<file path="src/rtl/cmd_mem_loader.sv">
// cmd_mem_loader
//   Packs a narrow valid/ready word stream into full-width commands and writes
//   them to consecutive addresses of one selected command-memory bank.
//   Words are packed LSB chunk first: word k lands in cmd_write[MEM_WIDTH*k +: MEM_WIDTH].
//
// Ports
//   clk, reset                  clock, synchronous active-high reset
//   start/start_core/start_addr/cmd_count   load request (sampled in IDLE only)
//   abort                       cancel the load in progress (LOAD only)
//   in_data/in_valid/in_ready   word stream handshake
//   cmd_write/cmd_write_addr/cmd_write_enable   registered bank write port
//   busy, done, error           status (done/error are one-cycle pulses)
//   checksum                    XOR of accepted words, only when built with
//                               CMD_LOADER_CHECKSUM_EN; otherwise tied to 0
module cmd_mem_loader #(
  parameter int N_CORES        = 4,
  parameter int CORE_SEL_WIDTH = 2,
  parameter int MEM_WIDTH      = 32,
  parameter int MEM_TO_CMD     = 4,
  parameter int CMD_ADDR_WIDTH = 16
) (
  input  logic                            clk,
  input  logic                            reset,
  input  logic                            start,
  input  logic [CORE_SEL_WIDTH-1:0]       start_core,
  input  logic [CMD_ADDR_WIDTH-1:0]       start_addr,
  input  logic [CMD_ADDR_WIDTH-1:0]       cmd_count,
  input  logic                            abort,
  input  logic [MEM_WIDTH-1:0]            in_data,
  input  logic                            in_valid,
  output logic                            in_ready,
  output logic [MEM_WIDTH*MEM_TO_CMD-1:0] cmd_write,
  output logic [CMD_ADDR_WIDTH-1:0]       cmd_write_addr,
  output logic [N_CORES-1:0]              cmd_write_enable,
  output logic                            busy,
  output logic                            done,
  output logic                            error,
  output logic [MEM_WIDTH-1:0]            checksum
);
  localparam int CMD_WIDTH = MEM_WIDTH * MEM_TO_CMD;
  localparam int CW        = (MEM_TO_CMD > 1) ? $clog2(MEM_TO_CMD) : 1;
  localparam logic [CW-1:0]             LAST_CHUNK = CW'(MEM_TO_CMD - 1);
  localparam logic [CW-1:0]             CHUNK_ONE  = CW'(1);
  localparam logic [CMD_ADDR_WIDTH-1:0] ADDR_ONE   = CMD_ADDR_WIDTH'(1);

  typedef enum logic [1:0] {IDLE, LOAD, DONE} state_t;

  state_t                               state_q, state_d;
  logic [CORE_SEL_WIDTH-1:0]            core_q, core_d;
  logic [CMD_ADDR_WIDTH-1:0]            addr_q, addr_d;   // address of next write
  logic [CMD_ADDR_WIDTH-1:0]            rem_q, rem_d;     // commands still to write
  logic [CW-1:0]                        chunk_q, chunk_d;
  logic [MEM_TO_CMD-1:0][MEM_WIDTH-1:0] slot_q, slot_d;
  logic [CMD_WIDTH-1:0]                 cmd_write_q, cmd_write_d;
  logic [CMD_ADDR_WIDTH-1:0]            cmd_write_addr_q, cmd_write_addr_d;
  logic [N_CORES-1:0]                   we_q, we_d;
  logic                                 in_ready_q, in_ready_d;
  logic                                 busy_q, busy_d;
  logic                                 done_q, done_d;
  logic                                 error_q, error_d;
  logic                                 core_ok;

  assign core_ok = (32'(start_core) < N_CORES);

  always_comb begin
    state_d          = state_q;
    core_d           = core_q;
    addr_d           = addr_q;
    rem_d            = rem_q;
    chunk_d          = chunk_q;
    slot_d           = slot_q;
    cmd_write_d      = cmd_write_q;
    cmd_write_addr_d = cmd_write_addr_q;
    we_d             = '0;
    in_ready_d       = in_ready_q;
    busy_d           = busy_q;
    done_d           = 1'b0;
    error_d          = 1'b0;
    case (state_q)
      IDLE: begin
        if (start) begin
          if (!core_ok) begin
            error_d = 1'b1;
          end else begin
            core_d  = start_core;
            addr_d  = start_addr;
            rem_d   = cmd_count;
            chunk_d = '0;
            busy_d  = 1'b1;
            if (cmd_count == '0) begin
              // Empty load: done is raised on entry so DONE lasts one cycle.
              state_d = DONE;
              done_d  = 1'b1;
            end else begin
              state_d    = LOAD;
              in_ready_d = 1'b1;
            end
          end
        end
      end
      LOAD: begin
        // in_ready is always high here, so in_valid alone is the handshake.
        if (abort) begin
          state_d    = IDLE;
          in_ready_d = 1'b0;
          busy_d     = 1'b0;
        end else if (in_valid) begin
          slot_d[chunk_q] = in_data;
          if (chunk_q == LAST_CHUNK) begin
            chunk_d          = '0;
            cmd_write_d      = slot_d;
            cmd_write_addr_d = addr_q;
            addr_d           = addr_q + ADDR_ONE;
            rem_d            = rem_q - ADDR_ONE;
            for (int i = 0; i < N_CORES; i++) we_d[i] = (32'(core_q) == i);
            if (rem_q == ADDR_ONE) begin
              state_d    = DONE;
              in_ready_d = 1'b0;
            end
          end else begin
            chunk_d = chunk_q + CHUNK_ONE;
          end
        end
      end
      DONE: begin
        // Entered on the final strobe with done low: spend one more cycle
        // pulsing done, then release busy.
        if (done_q) begin
          state_d = IDLE;
          busy_d  = 1'b0;
        end else begin
          done_d = 1'b1;
        end
      end
      default: state_d = IDLE;
    endcase
  end

  always_ff @(posedge clk) begin
    if (reset) begin
      state_q          <= IDLE;
      core_q           <= '0;
      addr_q           <= '0;
      rem_q            <= '0;
      chunk_q          <= '0;
      slot_q           <= '0;
      cmd_write_q      <= '0;
      cmd_write_addr_q <= '0;
      we_q             <= '0;
      in_ready_q       <= 1'b0;
      busy_q           <= 1'b0;
      done_q           <= 1'b0;
      error_q          <= 1'b0;
    end else begin
      state_q          <= state_d;
      core_q           <= core_d;
      addr_q           <= addr_d;
      rem_q            <= rem_d;
      chunk_q          <= chunk_d;
      slot_q           <= slot_d;
      cmd_write_q      <= cmd_write_d;
      cmd_write_addr_q <= cmd_write_addr_d;
      we_q             <= we_d;
      in_ready_q       <= in_ready_d;
      busy_q           <= busy_d;
      done_q           <= done_d;
      error_q          <= error_d;
    end
  end

`ifdef CMD_LOADER_CHECKSUM_EN
  logic [MEM_WIDTH-1:0] csum_q, csum_d;

  // Cleared by any accepted start (including empty loads), folded on every
  // accepted word; an aborting cycle accepts nothing.
  always_comb begin
    csum_d = csum_q;
    if (state_q == IDLE && start && core_ok)
      csum_d = '0;
    else if (state_q == LOAD && !abort && in_valid)
      csum_d = csum_q ^ in_data;
  end

  always_ff @(posedge clk) begin
    if (reset) csum_q <= '0;
    else       csum_q <= csum_d;
  end

  assign checksum = csum_q;
`else
  assign checksum = '0;
`endif

  assign in_ready         = in_ready_q;
  assign busy             = busy_q;
  assign done             = done_q;
  assign error            = error_q;
  assign cmd_write        = cmd_write_q;
  assign cmd_write_addr   = cmd_write_addr_q;
  assign cmd_write_enable = we_q;

endmodule

</file>
<file path="config.mk">
export PLATFORM = sky130hd
export DESIGN_NAME = cmd_mem_loader
export DESIGN_NICKNAME = d
export VERILOG_FILES = /design/src/rtl/cmd_mem_loader.sv
export SDC_FILE = /design/constraint.sdc
export NUM_CORES = 1
export LEC_CHECK = 0
export BUFFER_PORTS_ARGS = -buffer_cell sky130_fd_sc_hd__buf_2
export CAP_MARGIN = 40
export CORE_ASPECT_RATIO = 0.75
export CORE_MARGIN = 2
export CORE_UTILIZATION = 45
export DETAILED_ROUTE_END_ITERATION = 8
export PLACE_DENSITY = 0.75
export SLEW_MARGIN = 15
export SYNTH_ARGS = -nofsm -noshare
export SYNTH_HDL_FRONTEND = slang
export SYNTH_SLANG_ARGS = --single-unit
</file>
<file path="constraint.sdc">
create_clock -name clk -period 1.8 [get_ports clk]
set_input_delay 0.09 -clock clk [delete_from_list [all_inputs] [get_ports clk]]
set_output_delay 0.09 -clock clk [all_outputs]
set_load 0.02 [all_outputs]
</file>
==> flow_metrics.env, run 1 <==
export IMPL_cts_reportedPaths_clkPinSlew_ns=0.07
export IMPL_gp_congestion=0.890
export IMPL_clk_latency_ns=0.54
export IMPL_grt_max_degree=67
export IMPL_required_ns=2.24
export IMPL_finalPower_mw=18.6
export IMPL_grtUsageTotal_pct=23.9
export IMPL_synth_area_per_cell_sq_um=8.53
export IMPL_rows=51
export IMPL_cp_cell_sequence="inv_2, ha_2, or3b_4, or4_4, o22ai_2, a21oi_1, o21a_1"
export IMPL_p_per_area_nw_per_um2=1190
export IMPL_leakage_nw=6.43
export IMPL_instances_no_fill=2004
export IMPL_drive_above_1_share_pct=24.8
export IMPL_cp_start_kind="flip-flop"
export IMPL_setup_violations=3
export IMPL_finalCriticalPeriod_ns=1.84
export IMPL_worst_slew_pin_slew_ns=0.612
export IMPL_dieWidth_um=190
export IMPL_grt_first_pass_wirelength_um=53200
export IMPL_antenna_found_initial=0
export IMPL_grt_busiest_layer="met2"
export IMPL_vias=10800
export IMPL_met3_usage_pct=4.35
export IMPL_status="finished with violations"
export IMPL_grt_use_met2_pct=38.7
export IMPL_dieArea_sq_um=27300
export IMPL_drt_iter0_markers=712
export IMPL_cts_root_buf="clkbuf_16"
export IMPL_maxCapViolCount=0
export IMPL_cp_max_fo=5
export IMPL_cts_htree_levels=1
export IMPL_criticalPathCategory="flip-flop to flip-flop"
export IMPL_netlist_instances=1372
export IMPL_slew_violations=0
export IMPL_ys_seq_area_share_pct=48.8
export IMPL_synth_seq_cells=285
export IMPL_critPathArrivalTime_ns=2.28
export IMPL_slew_headroom_pct=59.2
export IMPL_setup_ws_ns=-0.0448
export IMPL_core_area_sq_um=25800
export IMPL_gr_total_overflow=0
export IMPL_critPathSlowestCell="or4_4"
export IMPL_cp_num_buf_inv=1
export IMPL_ys_flop_type="dfxtp_1"
export IMPL_synth_area_sq_um=11700
export IMPL_grt_pass1_vias=10200
export IMPL_num_antenna_cells=0
export IMPL_drc_errors=0
export IMPL_placedCellCount=1873
export IMPL_setup_tns_ns=-0.0855
export IMPL_clock_sinks=285
export IMPL_cp_end_kind="flip-flop"
export IMPL_rsz0062_at_grt="yes"
export IMPL_via_per_inst=5.39
export IMPL_nNetsFinal=1720
export IMPL_numCtsBuffers=28
export IMPL_synth_edf_count=0
export IMPL_die_y_um=144
export IMPL_drtPass1Iterations=5
export IMPL_cpLargestDelayFamily="simple AND/OR/NAND/NOR gates"
export IMPL_start_util_pct=45.4
export IMPL_hold_class="primary input to flip-flop"
export IMPL_io_buffer_count=221
export IMPL_max_freq_ghz=0.542
export IMPL_critPathMaxStageDelay_ns=0.43
export IMPL_drt_total_wl_um=35700
export IMPL_ir_drop_v=0.000668
export IMPL_synthDistinctLibCells=59
export IMPL_hold_ws_ns=0.0159
export IMPL_detail_route_antenna_nets=0
export IMPL_fin_crit_sh_pct=102
export IMPL_skew_ns=0.0100
export IMPL_yosysWarnings=0
export IMPL_wl_per_cell_um=17.8
export IMPL_finalHoldViolations=0
export IMPL_tritoncts="yes"
export IMPL_gr_usage_met1_pct=32.6
export IMPL_dp_hpwl_um=21100
export IMPL_synth_async_sr_flop_share_pct=0
export IMPL_clockBufferDepth=3
export IMPL_ios=255
export IMPL_violations="setup timing"
export IMPL_area_growth_pct=32.9
[area by class of cell]
cell class / count / area, sq um
Fill cell: 2198 / 10200
Sequential cell: 285 / 5720
Multi-Input combinational cell: 938 / 5490
Timing Repair Buffer: 373 / 2830
Clock buffer: 38 / 820
Tap cell: 344 / 430
Clock inverter: 14 / 223
Inverter: 12 / 45.0
[layer usage]
metal  wire length, um  part of all wire (%)
met1             15800                    44
met2             16000                    45
met3              2940                   8.2
met4               988                   2.8
met5                 0                     0
[sequential cells by signal (all words and copies together) (netlist names)]
register,cells
in_ready,1
done,1
state_q,2
core_q,2
chunk_q,2
rem_q,16
cmd_write_enable,4
slot_q,96
cmd_write,128
addr_q,16
cmd_write_addr,16
busy,1
[through the flow]
| step | utilization, % | worst slack, ns | area [sq um] |
|---|---|---|---|
| 2_1_floorplan | - | -0.0384 | 11900 |
| 3_3_place_gp | 52.1 | -0.0833 | 13400 |
| 3_5_place_dp | 52.1 | -0.127 | 13400 |
| 4_1_cts | 59.0 | -0.00907 | 15200 |
| 5_1_grt | 60.3 | -0.102 | 15600 |
| 6_report | 60.3 | -0.0448 | 15600 |
[cells in the final DEF (no fill, tap or decap), types with 4 or more instances in the layout]
cell	n
a21o_1	6
a31oi_1	4
clkbuf_16	34
ha_1	4
a21oi_1	130
nor4_1	8
clkbuf_8	6
nand2_1	318
and3_1	6
buf_2	221
inv_1	9
dlygate4sd3_1	65
nor2_1	25
a211oi_1	7
ha_2	6
buf_12	22
conb_1	33
dfxtp_1	279
dfxtp_2	5
clkinv_2	7
nor2b_1	11
o21ai_0	82
buf_4	53
buf_6	5
nand3_1	18
nand2b_1	5
a22o_1	47
mux2i_1	101
nor3_1	12
bufinv_16	6
or4_4	4
o21ai_1	44
[cell families (layout without fill, tap and decap cells)]
family	Yosys count	in the layout	synth area share, %
muxes	103	103	8.82
buffers and inverters	181	437	7.21
AOI/OAI and AO/OA	347	347	17.5
adders and majority gates	11	11	1.18
and+or+nand+nor	444	444	16.5
other	1	33	0.0321
DFF	285	285	48.8
[power breakdown]
part           total (mW)  switching [mW]  internal, mW
Clock                6.52            2.48          4.04
Sequential           7.06           0.367          6.70
Combinational        4.96            2.72          2.24
Total                18.6            5.57          13.0
[path summary, 6_finish.rpt]
kind	from	cells past startpoint	end	slack (ns)
setup / recovery	rem_q[0]	7	rem_q[10]	-0.04
hold / removal	cmd_count[13]	4	rem_q[13]	0.02
setup reg to reg	rem_q[0]	7	rem_q[10]	-0.04
hold reg to reg	cmd_write[30]	2	cmd_write[30]	0.45
[synthesized netlist by cell type (3+ instances only)]
| master | number | share of area, % |
|---|---|---|
| nor3_1 | 16 | 0.68 |
| buf_1 | 3 | 0.096 |
| or4_1 | 3 | 0.19 |
| o32ai_1 | 3 | 0.22 |
| and3_1 | 8 | 0.43 |
| and2_1 | 3 | 0.16 |
| buf_2 | 32 | 1.4 |
| clkbuf_1 | 101 | 3.2 |
| inv_1 | 11 | 0.35 |
| nand4_1 | 3 | 0.16 |
| nand2b_1 | 5 | 0.27 |
| a22o_1 | 47 | 3.5 |
| ha_1 | 11 | 1.2 |
| nor2_1 | 27 | 0.87 |
| a31oi_1 | 5 | 0.27 |
| nor2b_1 | 12 | 0.64 |
| nor4_1 | 8 | 0.43 |
| nand3_1 | 21 | 0.90 |
| nor3b_1 | 5 | 0.32 |
| o21ai_0 | 125 | 5.3 |
| a22oi_1 | 4 | 0.26 |
| a211oi_1 | 7 | 0.45 |
| buf_4 | 33 | 2.1 |
| mux2i_1 | 102 | 8.7 |
| a21o_1 | 6 | 0.38 |
| nand2_1 | 318 | 10 |
| dfxtp_1 | 285 | 49 |
| a21oi_1 | 132 | 5.6 |
[worst reg2reg max path, cell delays in order (launching register included)]
cell and delay, ns:
dfxtp_4 0.36, inv_2 0.06, ha_2 0.17, or3b_4 0.38, or4_4 0.43, o22ai_2 0.13
a21oi_1 0.08, o21a_1 0.13
[what timing repair did]
action | CTS | global route
buffers inserted | 1 | 4
endpoints found under the hold margin | 248 | 0
resized for setup | 8 | 83
pin swaps | 3 | 7
setup endpoints to repair | 7 | 138
hold buffers | 65 | 0
gates cloned | 1 | 8
(Power assumes the default switching activity.)
==> run 2, diff against run 1 <==
- MAX_ROUTING_LAYER: default -> met4
==> run 2 against run 1 <==
Net effect: the flow still finishes with violations (setup timing); critical path depth decreased by 1; sequential share of layout area about the same; clock-buffer cell count increased by 1.
==> flow_metrics.env, run 2 (synthesis gave the netlist of run 1 again) <==
export IMPL_wl_per_cell_um=18.2
export IMPL_p_clk_share_pct=30.8
export IMPL_violations="setup timing"
export IMPL_dp_hpwl_um=21400
export IMPL_core_area_sq_um=25800
export IMPL_finalCriticalPeriod_ns=1.88
export IMPL_hold_path_startpoint="start_addr[3]"
export IMPL_grt_max_degree=71
export IMPL_drt_iter0_markers=821
export IMPL_fill_cells=2122
export IMPL_max_freq_ghz=0.532
export IMPL_placedCellCount=1876
export IMPL_required_ns=2.26
export IMPL_maxCapViolCount=0
export IMPL_p_per_area_nw_per_um2=1130
export IMPL_drc_errors=0
export IMPL_dieWidth_um=190
export IMPL_antenna_found_initial=0
export IMPL_detail_route_antenna_nets=0
export IMPL_status="finished with violations"
export IMPL_reg2reg_depth=6
export IMPL_met3_length_um=3260
export IMPL_criticalPathCategory="flip-flop to flip-flop"
export IMPL_nNetsFinal=1732
export IMPL_slew_headroom_pct=45.9
export IMPL_clock_sinks=285
export IMPL_power_switching_mw=5.56
export IMPL_drtPass1Iterations=5
export IMPL_largest_reg_flops=128
export IMPL_internal_power_mw=12.0
export IMPL_cts_htree_levels=1
export IMPL_cpLargestDelayFamily="simple AND/OR/NAND/NOR gates"
export IMPL_netSwitchingFraction_pct=31.6
export IMPL_numCtsBuffers=27
export IMPL_highest_layer="met4"
export IMPL_setup_tns_ns=-0.125
export IMPL_ios=255
export IMPL_grtUsageTotal_pct=24.3
export IMPL_dieArea_sq_um=27300
export IMPL_slew_violations=0
export IMPL_min_to="addr_q[3]"
export IMPL_finalPower_mw=17.6
export IMPL_area_growth_pct=33.0
export IMPL_tritoncts="yes"
export IMPL_clk_latency_ns=0.53
export IMPL_dp_slack_ns=-0.0901
export IMPL_skew_ns=0.0140
export IMPL_io_buffer_count=221
export IMPL_critPathMaxStageDelay_ns=0.57
export IMPL_critPathSlowestCell="or4_4"
export IMPL_stdcell_area_sq_um=15600
export IMPL_hold_depth=4
export IMPL_timing_rr_start="rem_q[9]"
export IMPL_critPathArrivalTime_ns=2.34
export IMPL_cp_cell_sequence="or4_4, nor4b_4, buf_4, and4b_1, o21ai_1, a21oi_1"
export IMPL_cp_start_kind="flip-flop"
export IMPL_hold_class="primary input to flip-flop"
export IMPL_grt_pass1_vias=9885
export IMPL_p_comb_share_pct=29.0
export IMPL_gr_total_overflow=0
export IMPL_vias=10900
export IMPL_drive_above_1_share_pct=25.4
export IMPL_worst_slew_pin_slew_ns=0.812
export IMPL_gp_congestion=0.905
export IMPL_rsz0062_at_grt="yes"
export IMPL_placed_area_sq_um=13500
export IMPL_leakage_nw=6.42
export IMPL_cp_num_buf_inv=1
export IMPL_cp_max_fo=3
export IMPL_setup_ws_ns=-0.0797
export IMPL_finalHoldViolations=0
export IMPL_num_antenna_cells=0
export IMPL_met2_length_um=16500
export IMPL_fin_crit_sh_pct=104
export IMPL_via_per_inst=5.42
export IMPL_reg2reg_slack_ns=-0.08
export IMPL_fin_util_pct=60.3
export IMPL_start_util_pct=45.4
export IMPL_multiInputGateArea_sq_um=5530
export IMPL_rows=51
export IMPL_pwr_share_seq_pct=40.2
export IMPL_instances_no_fill=2013
export IMPL_cp_end_kind="flip-flop"
export IMPL_layout_commonest_cell="nand2_1"
export IMPL_hold_ws_ns=0.0330
export IMPL_cts_reportedPaths_clkPinSlew_ns=0.07
export IMPL_drt_met1_wl_um=16000
export IMPL_clockBufferDepth=3
export IMPL_ir_drop_v=0.000667
export IMPL_final_cell_mix="317 x nand2_1, 278 x dfxtp_1, 220 x buf_2, 130 x a21oi_1, 101 x mux2i_1"
export IMPL_die_y_um=144
export IMPL_grt_first_pass_wirelength_um=52300
export IMPL_regArea_sq_um=5720
export IMPL_r2r_end="rem_q[15]"
export IMPL_cts_root_buf="clkbuf_16"
export IMPL_drt_total_wl_um=36500
export IMPL_setup_violations=2
[run 2: worst max-delay path by stage]
| stage | startpoint | slack [ns] | to | depth (start not counted) |
|---|---|---|---|---|
| final | rem_q[9] | -0.08 | rem_q[15] | 6 |
| after global routing | rem_q[9] | -0.11 | in_ready | 5 |
| after CTS | rem_q[7] | -0.0007 | in_ready | 5 |
| after detailed placement | rem_q[1] | -0.09 | in_ready | 7 |
| after global placement | rem_q[1] | -0.06 | in_ready | 7 |
| after floorplan | rem_q[0] | -0.04 | rem_q[10] | 8 |
[run 2: cell type report]
cell class              instances  area share (%)
inverters                      12           0.306
multi-input cells             940            35.5
flip-flops and latches        285            36.8
clock inverters                 9           0.338
well taps                     344            2.77
repair buffers                384            19.3
clock buffers                  39            5.02
[run 2: power groups by stage]
stage / combinational [mW] / clock, mW / sequential (mW)
4_1_cts: 4.21 / 5.50 / 7.01
2_1_floorplan: 2.57 / 0 / 7.13
3_5_place_dp: 3.92 / 0 / 7.15
5_1_grt: 5.43 / 5.78 / 7.11
3_3_place_gp: 3.83 / 0 / 7.13
6_report: 5.10 / 5.41 / 7.06
[run 2: routing by layer]
layer / vias to the layer above / GRT usage, %
met1: 5200 / 32.4
met5: - / -
met4: 0 / 6.24
met3: 64 / 4.30
li1: 5183 / -
met2: 472 / 38.2
[run 2: timing repair]
action / CTS / global route
setup endpoints to repair: 9 / 184
setup buffers: 2 / 6
endpoints found under the hold margin: 244 / 0
gates cloned: 0 / 17
pin swaps: 3 / 16
gates resized for setup: 12 / 99
hold buffers: 64 / 0
[run 2: worst min-delay path: stages]
cell and delay, ns:
buf_2 0.08, nor2b_1 0.12, o21ai_0 0.11, a21oi_1 0.13
==> run 3, diff against run 2 <==
- CORE_UTILIZATION: 45 -> 35
- PLACE_DENSITY: 0.75 -> 0.62
==> run 3 against run 2 <==
Net effect: the run still ends with setup timing left; largest power group unchanged; sequential cell count unchanged; clock skew is 0.00077 ns lower; sequential power hardly changed; largest cell class unchanged; final cell count up 4.3%; clock power is 17% higher; fmax up 3.1%; worst setup slack improved by 0.057 ns; utilization is 12 points lower; critical path type unchanged; global-route usage fell by 4.4 points; combinational power down 5.1%; power increased by 3.7%; critical path depth down 1.
==> flow_metrics.env, run 3 (synthesis gave the netlist of run 1 again) <==
export IMPL_status="finished with violations"
export IMPL_violations="setup timing"
export IMPL_core_area_sq_um=32700
export IMPL_cts_root_buf="clkbuf_16"
export IMPL_stdcell_area_sq_um=15800
export IMPL_layout_commonest_cell="nand2_1"
export IMPL_skew_ns=0.0133
export IMPL_slew_headroom_pct=47.3
export IMPL_finalCriticalPeriod_ns=1.82
export IMPL_largest_reg_flops=128
export IMPL_dieWidth_um=215
export IMPL_detail_route_antenna_nets=0
export IMPL_grtUsageTotal_pct=19.9
export IMPL_slew_violations=0
export IMPL_area_growth_pct=34.8
export IMPL_setup_violations=3
export IMPL_io_buffer_count=221
export IMPL_ios=255
export IMPL_start_util_pct=35.8
export IMPL_drc_errors=0
export IMPL_numCtsBuffers=29
export IMPL_drtPass1Iterations=5
export IMPL_gp_congestion=0.846
export IMPL_grt_pass1_vias=9884
export IMPL_fin_crit_sh_pct=101
export IMPL_gr_total_overflow=0
export IMPL_worst_slew_pin_slew_ns=0.790
export IMPL_clock_sinks=285
export IMPL_clk_latency_ns=0.55
export IMPL_hold_class="primary input to flip-flop"
export IMPL_dieArea_sq_um=34900
export IMPL_fill_cells=3110
export IMPL_cp_start_kind="flip-flop"
export IMPL_die_y_um=162
export IMPL_antenna_found_initial=1
export IMPL_cts_htree_levels=1
export IMPL_rows=57
export IMPL_p_per_area_nw_per_um2=1160
export IMPL_cp_end_kind="flip-flop"
export IMPL_criticalPathCategory="flip-flop to flip-flop"
export IMPL_tritoncts="yes"
export IMPL_required_ns=2.20
export IMPL_ir_drop_v=0.000727
export IMPL_drt_total_wl_um=37600
export IMPL_nNetsFinal=1721
export IMPL_dp_hpwl_um=22100
export IMPL_critPathArrivalTime_ns=2.22
export IMPL_finalHoldViolations=0
export IMPL_drt_iter0_markers=856
export IMPL_wl_per_cell_um=17.9
export IMPL_rsz0062_at_grt="yes"
export IMPL_placedCellCount=1963
export IMPL_grt_first_pass_wirelength_um=54600
export IMPL_drive_above_1_share_pct=25.2
export IMPL_maxCapViolCount=0
export IMPL_via_per_inst=5.09
export IMPL_finalPower_mw=18.2
export IMPL_cp_max_fo=5
export IMPL_vias=10700
export IMPL_cts_reportedPaths_clkPinSlew_ns=0.06
export IMPL_leakage_nw=6.41
export IMPL_clockBufferDepth=3
export IMPL_grt_max_degree=135
export IMPL_instances_no_fill=2099
export IMPL_max_freq_ghz=0.549
export IMPL_final_cell_mix="318 x nand2_1, 278 x dfxtp_1, 220 x buf_2, 131 x a21oi_1, 101 x mux2i_1"
export IMPL_hold_ws_ns=0.0644
export IMPL_placed_area_sq_um=13500
export IMPL_setup_ws_ns=-0.0225
## run 3: cell types whose count changed in the layout (fill, tap and decap cells not counted), sizes merged, moves of 2 or more
cell | before | now
buf | 310 | 295
clkinv | 6 | 2
clkinvlp | 3 | 1
bufinv | 0 | 4
or4 | 6 | 4
dlygate4sd3 | 64 | 68
## run 3: report_power, final
group	switching, mW	internal [mW]
Clock	2.52	3.79
Combinational	2.63	2.21
Sequential	0.382	6.70
Total	5.53	12.7
## run 3: critical path, stage by stage (launching register included)
cell and delay (ns):
dfxtp_2 0.32, or4_4 0.57, nor4b_4 0.32, a21o_4 0.20, mux2i_1 0.18, a21oi_1 0.07
## run 3: worst paths after layout
check / slack [ns] / end / depth (start not counted) / startpoint
setup / recovery: -0.02 / in_ready / 5 / rem_q[7]
hold / removal: 0.06 / rem_q[7] / 4 / cmd_count[7]
setup reg to reg: -0.02 / in_ready / 5 / rem_q[7]
hold reg to reg: 0.45 / cmd_write[59] / 2 / cmd_write[59]
## run 3: final cells by class
class	count	area, sq um	area share (%)
sequential	285	5720	36.3
inverter	12	47.5	0.302
antenna	1	2.50	0.0159
timing repair buffer	373	2930	18.6
clock buffer	40	837	5.31
clock inverter	8	146	0.929
tap	442	553	3.51
multi-input combinational	938	5530	35.1
## run 3: per-layer routing
layer | part of all wire, % | wire length (um) | vias to the layer above | track usage, %
li1 | - | - | 5144 | -
met1 | 47 | 17800 | 5121 | 27.2
met2 | 45 | 16900 | 367 | 30.9
met3 | 6.1 | 2300 | 52 | 3.40
met4 | 1.7 | 656 | 0 | 4.29
met5 | 0 | 0 | - | -
## run 3: repair_timing
| action | in CTS | in global routing |
|---|---|---|
| setup buffers | 1 | 5 |
| hold buffers | 68 | 0 |
| pin swaps | 4 | 6 |
| cloned | 0 | 13 |
| hold endpoints to repair | 258 | 0 |
| resized for setup | 11 | 124 |
| setup endpoints to repair | 27 | 229 |
## run 3: per-stage QoR
| step | worst slack [ns] | TNS [ns] | util (%) |
|---|---|---|---|
| global placement | -0.0783 | -0.0882 | 41.4 |
| floorplan | -0.0384 | -0.0384 | - |
| global route | -0.0865 | -1.74 | 48.3 |
| detailed placement | -0.0925 | -0.230 | 41.4 |
| CTS | -0.0120 | -0.0236 | 46.6 |
| finish | -0.0225 | -0.0365 | 48.3 |
